==> src/rtl/dds_phase_acc.sv <==
// dds_phase_acc
//
// DDS phase accumulator with a qualifier on its phase increment. The bus
// register decoder rewrites the 48-bit increment one 16-bit word at a time.
// This block takes a new increment only after it has been stable for SETTLE
// consecutive cycles. As a result, a half-written value never reaches the
// adder. The committed increment is added to PHASE every enabled cycle.
//
// Parameters
//   ADDR_W  waveform-table address width, 1..32 (WAVE_ADDR = PHASE[47:48-ADDR_W])
//   SETTLE  stable cycles required before commit, 1..255
//
// Ports
//   CLK133       in   1       system clock, rising edge
//   RST_N        in   1       synchronous active-low reset
//   DDS_PINC     in   48      raw increment from the register decoder
//   ENABLE       in   1       1 = accumulate each cycle, 0 = hold phase
//   PHASE_CLR    in   1       synchronous phase clear, overrides ENABLE
//   PINC_ACTIVE  out  48      committed increment used by the accumulator
//   PHASE        out  48      accumulator register
//   WAVE_ADDR    out  ADDR_W  top ADDR_W bits of PHASE
//   WRAP         out  1       one-cycle pulse on carry out of the 48-bit add
//   PINC_BUSY    out  1       candidate increment is settling
module dds_phase_acc #(
  parameter int ADDR_W = 12,
  parameter int SETTLE = 8
) (
  input  logic              CLK133,
  input  logic              RST_N,
  input  logic [47:0]       DDS_PINC,
  input  logic              ENABLE,
  input  logic              PHASE_CLR,
  output logic [47:0]       PINC_ACTIVE,
  output logic [47:0]       PHASE,
  output logic [ADDR_W-1:0] WAVE_ADDR,
  output logic              WRAP,
  output logic              PINC_BUSY
);

  typedef enum logic {
    S_IDLE   = 1'b0,
    S_SETTLE = 1'b1
  } state_t;

  localparam logic [7:0] CNT_LAST = 8'(SETTLE - 1);

  state_t      state_q, state_d;
  logic [47:0] cand_q, cand_d;
  logic [7:0]  cnt_q, cnt_d;
  logic [47:0] pinc_d;
  logic [48:0] sum_p0;

  // Qualifier: state register
  always_ff @(posedge CLK133) begin
    if (!RST_N) begin
      state_q     <= S_IDLE;
      cand_q      <= '0;
      cnt_q       <= '0;
      PINC_ACTIVE <= '0;
    end else begin
      state_q     <= state_d;
      cand_q      <= cand_d;
      cnt_q       <= cnt_d;
      PINC_ACTIVE <= pinc_d;
    end
  end

  // Qualifier: next-state logic. A changed value restarts the count.
  // A return to the committed value abandons the candidate.
  always_comb begin
    state_d = state_q;
    cand_d  = cand_q;
    cnt_d   = cnt_q;
    pinc_d  = PINC_ACTIVE;
    unique case (state_q)
      S_IDLE: begin
        if (DDS_PINC != PINC_ACTIVE) begin
          cand_d  = DDS_PINC;
          cnt_d   = '0;
          state_d = S_SETTLE;
        end
      end
      S_SETTLE: begin
        if (DDS_PINC == cand_q) begin
          if (cnt_q == CNT_LAST) begin
            pinc_d  = cand_q;
            state_d = S_IDLE;
          end else begin
            cnt_d = cnt_q + 8'd1;
          end
        end else if (DDS_PINC == PINC_ACTIVE) begin
          state_d = S_IDLE;
        end else begin
          cand_d = DDS_PINC;
          cnt_d  = '0;
        end
      end
      default: state_d = S_IDLE;
    endcase
  end

  assign PINC_BUSY = (state_q == S_SETTLE);

  // Accumulator: 49-bit add, with the carry becoming WRAP. This uses the
  // PINC_ACTIVE value from before the edge, so a commit edge still adds the
  // old increment.
  assign sum_p0 = {1'b0, PHASE} + {1'b0, PINC_ACTIVE};

  always_ff @(posedge CLK133) begin
    if (!RST_N) begin
      PHASE <= '0;
      WRAP  <= 1'b0;
    end else if (PHASE_CLR) begin
      PHASE <= '0;
      WRAP  <= 1'b0;
    end else if (ENABLE) begin
      PHASE <= sum_p0[47:0];
      WRAP  <= sum_p0[48];
    end else begin
      WRAP  <= 1'b0;
    end
  end

  assign WAVE_ADDR = PHASE[47 -: ADDR_W];

endmodule

==> config.mk <==
export PLATFORM = sky130hd
export DESIGN_NAME = dds_phase_acc
export DESIGN_NICKNAME = d
export VERILOG_FILES = /design/src/rtl/dds_phase_acc.sv
export SDC_FILE = /design/constraint.sdc
export NUM_CORES = 1
export LEC_CHECK = 0
export CAP_MARGIN = 20
export CORE_MARGIN = 10
export CORE_UTILIZATION = 54
export DETAILED_ROUTE_END_ITERATION = 7
export PLACE_DENSITY = 0.81
export SLEW_MARGIN = 0
export SYNTH_ARGS = -nofsm -noshare
export SYNTH_HDL_FRONTEND = slang
export SYNTH_SLANG_ARGS = --single-unit
==> constraint.sdc <==
create_clock -name CLK133 -period 3.2 [get_ports CLK133]
set_clock_uncertainty 0.15 [all_clocks]
set_input_delay 0.64 -clock CLK133 [delete_from_list [all_inputs] [get_ports CLK133]]
set_output_delay 0.64 -clock CLK133 [all_outputs]
set_load 0.01 [all_outputs]
==> Word-level counts from Yosys, hierarchy flattened <==
Cells that the tools add are included.
{ "op_classes": {"n_bitwise": 3, "reduce_logical": 5, "mux": 14, "n_eq_ne": 9, "add_sub_neg": 2} }
{ "ops": {"columns": ["operator", "count"], "rows": [
  ["$mux 48", 3],
  ["$eq 48x48->1", 2],
  ["$pmux 48 s2", 1],
  ["$add 48x48->49", 1],
  ["$ne 48x48->1", 1],
  ["$mux 8", 4],
  ["$pmux 8 s2", 1],
  ["$reduce_and 3->1", 3],
  ["$add 8x1->8 const B", 1],
  ["$eq 8x3->1 const B", 1],
  ["$ne 2x2->1 const B", 3],
  ["$ne 3x3->1 const B", 2],
  ["$mux 1", 4],
  ["$not 1->1", 3],
  ["$reduce_or 3->1", 1],
  ["$pmux 1 s2", 1],
  ["$reduce_or 2->1", 1]
]} }
{ "word_totals": {"output_inout_bits": 110, "elab_cells": 39, "input_bits": 52, "register_bits": 154} }

==> Logic depth before layout (Yosys ltp) <==
{ "depth": {"ltp_word": 4, "depth_mapped": 11, "depth_no_buf": 11} }

==> Least setup slack after synthesis <==
Ideal clock, no wire load.
{ "synth_timing": {"kind": "register -> register", "from": "reg PINC_ACTIVE[0]", "to": "reg PHASE[42]", "slack_ps": 383, "path_buffers": 0, "synth_period_minus_slack_ps": 2817, "arrival_ps": 2545, "setup_time_ps": 122, "stages_incl_launch_ff": 12, "t_required_ps": 2928, "path_cell_list": "dfxtp_1 -> ha_1 -> fa_1 -> a21o_1 -> nand4_1 -> a21oi_1 -> a211oi_2 -> a21bo_2 -> a211oi_2 -> o211ai_1 -> mux2i_1 -> a311o_1"} }
{ "synth_between": {"elab_chain_len": 1} }
{ "synth_rtl": {"columns": ["element", "line_no", "source"], "rows": [
  ["start: declaration", "33", "output logic [47:0] PINC_ACTIVE,"],
  ["start signal: assignment", "64", "PINC_ACTIVE <= pinc_d;"],
  ["$add 48x48->49", "107", "assign sum_p0 = {1'b0, PHASE} + {1'b0, PINC_ACTIVE};"],
  ["end signal: assignment", "117", "PHASE <= sum_p0[47:0];"],
  ["end: declaration", "34", "output logic [47:0] PHASE,"]
]} }
Every way passes these cells.
A chain may end at the register's enable or synchronous reset.

==> Worst setup path in the final report <==
{ "layout_timing": {"from": "in DDS_PINC[28]", "to": "reg cnt_q[7]"} }
{ "layout_between": {"elab_chain_len": 3, "word_cells_on_any_way": 9, "cone_classes": "eq/ne: 6; mux: 2; reduce/logical: 1"} }
{ "layout_rtl": {"columns": ["element", "line_no", "source"], "rows": [
  ["start: declaration", "30", "input logic [47:0] DDS_PINC,"],
  ["$eq 48x48->1 (tied with other cells)", "84", "if (DDS_PINC == cand_q) begin"],
  ["$ne 3x3->1 (no source line) (tied with other cells)", null, null],
  ["$reduce_and 3->1 (no source line) or $pmux 8 s2 (tied branches)", null, null],
  ["end signal: assignment", "63", "cnt_q <= cnt_d;"],
  ["end: declaration", "49", "logic [7:0] cnt_q, cnt_d;"]
]} }
Parallel ways exist; a longest one is shown, timed or not.

==> results.md <==
* Reg2reg start: PINC_ACTIVE[0]
* Grt ovf at 0
* Mapped Area at around 9600 um2
* Layout Utilization at 72.1%
* Max-Cap Viols at 0
* Worst rel slew slack at about three fifths
* Initial DRC count at between 800 and 900
* Post-synthesis sequential area ratio at around a third
* Die area at roughly 23,000 um2
* Worst setup EP type: flop
* DR pass1 iterations at 6
* Std cell rows at 48
* Final nets at 1,486
* Gate Count Post-Synth at 1,180
* Chip width at around 150 um
* Die H at ~150 um
* Clock transition at path regs at approximately 0.06 ns
* Minimum clock period at 3.10 ns
* Fillers at 1,343
* Period utilisation layout at 97.0%
* Startpoint Class: primary input
* #FFs+latches synth at 154
* Global Route Usage Sum at between 20% and 30%
* EDFF count, synth at 0
* CTS Hold Buffers Added at 0
* Final setup viols at 0
* Hold Path Class: flop to flop
* Initial antenna violation count at 0
* Worst hold start: cand_q[30]
* Crit-path max FO at 18
* Hold Path Sink: PINC_ACTIVE[30]
* Worst Max-Slew Pin Slew at 0.586 ns
* Largest net degree at the start of global routing at 65
* Max Slew Vio Count at 0
* Fraction of registers with async set/reset at 0%
* # IOs at between 150 and 200
* HPWL Detailed at roughly 25,000 um
* Outcome: finished, final reports clean
* Root buf cell: clkbuf_16
* Area growth syn-to-layout at 30.7%
* R2R cell count at 11
* CTS Sinks at about 150
* Pwr Density at 360 nW/um2
* Vias in the first global route at around 9,600
* Antenna viol nets, final at 0
* Initial Util at a little under three fifths
* Final Hold Fails at 0
* Total wire length at around 33,000 um
* First-pass GRT wire length at 52,200 um
* Buffers on Ports at approximately 160
* Synth unique cells at 69
* Via/cell ratio at between 6 and 7
* H-tree levels at 4
* Vias at about 9,700
* Worst EP arrival at 3.30 ns
* Core Area at roughly 17,000 um2
* Avg Cell Area, Syn at slightly above 8 um2
* Avg WL per Cell at slightly above 20 um
* DR DRC count at 0
* Synth Flop Type: dfxtp_1
* R2R Path End: PHASE[42]
* GP Congestion at about 0.96
* RSZ-0062 raised after global routing: false
* Max Fclk at around 320 MHz
* Ant diodes at 0
* Syn_nets at between 1,000 and 1,500
* Worst VDD drop at approximately 0.39 mV
* Longest Clk Path Bufs at 2
* Setup CP Type: primary input to flop
* Yosys warning count at 0
* WHS at 0.338 ns
* CP Data Required Time at ~3.4 ns
* Clk_lat worst skew at 0.44 ns
* Most frequent cells in the layout: nand2_1 (191), clkdlybuf4s50_1 (159), dfxtp_1 (154)
* R2r setup slk at around 0.17 ns
* Hold Path Depth at 2
* Most common cell after layout, fill and taps aside: nand2_1
* Num CTS Buffers at 17
* CTS tree: built
* Pleak at between 5 and 6 nW
* Layout cells sized above 1 at a little over a tenth
cell usage after synthesis (6+ instances only):
library cell | number | share of area [%]
o21bai_1 | 10 | 0.78
ha_1 | 49 | 6.4
and3_1 | 10 | 0.65
xnor2_1 | 87 | 8.0
nand3_1 | 71 | 3.7
buf_1 | 7 | 0.27
o211ai_1 | 10 | 0.78
a21boi_0 | 81 | 6.3
nor2b_1 | 6 | 0.39
or3_1 | 8 | 0.52
nor2_1 | 66 | 2.6
dfxtp_1 | 154 | 32
a21oi_1 | 63 | 3.3
xor2_1 | 34 | 3.1
mux2i_1 | 27 | 2.8
o21ai_0 | 26 | 1.4
a21boi_1 | 21 | 1.6
a31oi_1 | 7 | 0.46
clkbuf_1 | 36 | 1.4
nand4_1 | 32 | 2.1
buf_4 | 16 | 1.3
nor4_1 | 9 | 0.59
nor3_1 | 10 | 0.52
a21o_1 | 24 | 1.9
and2_1 | 6 | 0.39
a211oi_1 | 10 | 0.78
buf_2 | 14 | 0.73
inv_1 | 26 | 1.0
nand2_1 | 191 | 7.5
flip-flops by register name, summed over array words and instances (netlist names):
signal       count
WRAP             1
cand_q          48
cnt_q            8
PINC_BUSY        1
PINC_ACTIVE     48
PHASE           48
critical path: stages:
cell and delay [ns]:
clkdlybuf4s50_1 0.49, xor2_1 0.20, nor4_1 0.42, nand4_1 0.21
nor4_4 0.39, nand4_4 0.19, buf_4 0.24, or3_1 0.35
a21boi_0 0.19
area by class of cell:
| class | count | area (um2) | area share [%] |
|---|---|---|---|
| well taps | 225 | 282 | 2.25 |
| inverters | 27 | 101 | 0.809 |
| clock inverters | 14 | 180 | 1.44 |
| repair buffers | 262 | 2420 | 19.3 |
| clock buffers | 17 | 425 | 3.40 |
| multi-input cells | 922 | 6030 | 48.1 |
| flip-flops and latches | 154 | 3080 | 24.6 |
through the flow:
stage          cell area (um2)  instances  power [mW]  setup TNS, ns  setup WS [ns]
2_1_floorplan             9580       1180        2.20              0          0.383
3_3_place_gp             11900       1589        2.39         -11.79         -0.189
3_5_place_dp             11900       1589        2.40         -18.20         -0.267
4_1_cts                  12500       1620        4.51              0          0.121
5_1_grt                  12500       1621        4.62              0         0.0117
6_report                 12500       1621        4.51              0         0.0975
worst max-delay path by stage:
| stage | from | end | slack (ns) | cells past startpoint |
|---|---|---|---|---|
| global route | DDS_PINC[28] | cnt_q[7] | 0.01 | 9 |
| finish | DDS_PINC[28] | cnt_q[7] | 0.1 | 9 |
| floorplan | PINC_ACTIVE[0] | PHASE[42] | 0.38 | 11 |
| global placement | DDS_PINC[28] | cnt_q[6] | -0.19 | 9 |
| detailed placement | DDS_PINC[28] | cand_q[14] | -0.27 | 10 |
| CTS | PINC_ACTIVE[7] | PHASE[35] | 0.12 | 11 |
report_power, final:
group	leakage, nW	internal [mW]	total, mW	switching (mW)
Sequential	1.25	1.95	1.99	0.0344
Clock	0.290	1.29	2.14	0.854
Combinational	3.55	0.183	0.381	0.198
Total	5.10	3.43	4.51	1.09
logic make-up after synthesis:
family / count (synthesis) / synth area share [%]
buffers and inverters: 104 / 5.13
xor gates and xnor gates: 121 / 11.1
and+or+nand+nor: 425 / 20.6
adders and majority gates: 50 / 6.61
DFF: 154 / 32.2
muxes: 27 / 2.82
AOI/OAI and AO/OA: 299 / 21.6
repair_timing:
item / CTS / global route
buffers inserted: 0 / 1
resized for setup: 0 / 5
endpoints found under the hold margin: 0 / 0
setup endpoints to repair: 0 / 6
per-layer routing:
metal	GRT usage, %	wire, um	up-vias
li1	-	-	4558
met4	12.7	1330	0
met1	33.6	13600	4608
met2	43.3	15200	499
met5	0	0	-
met3	6.99	3080	78
(Power assumes the default switching activity.)
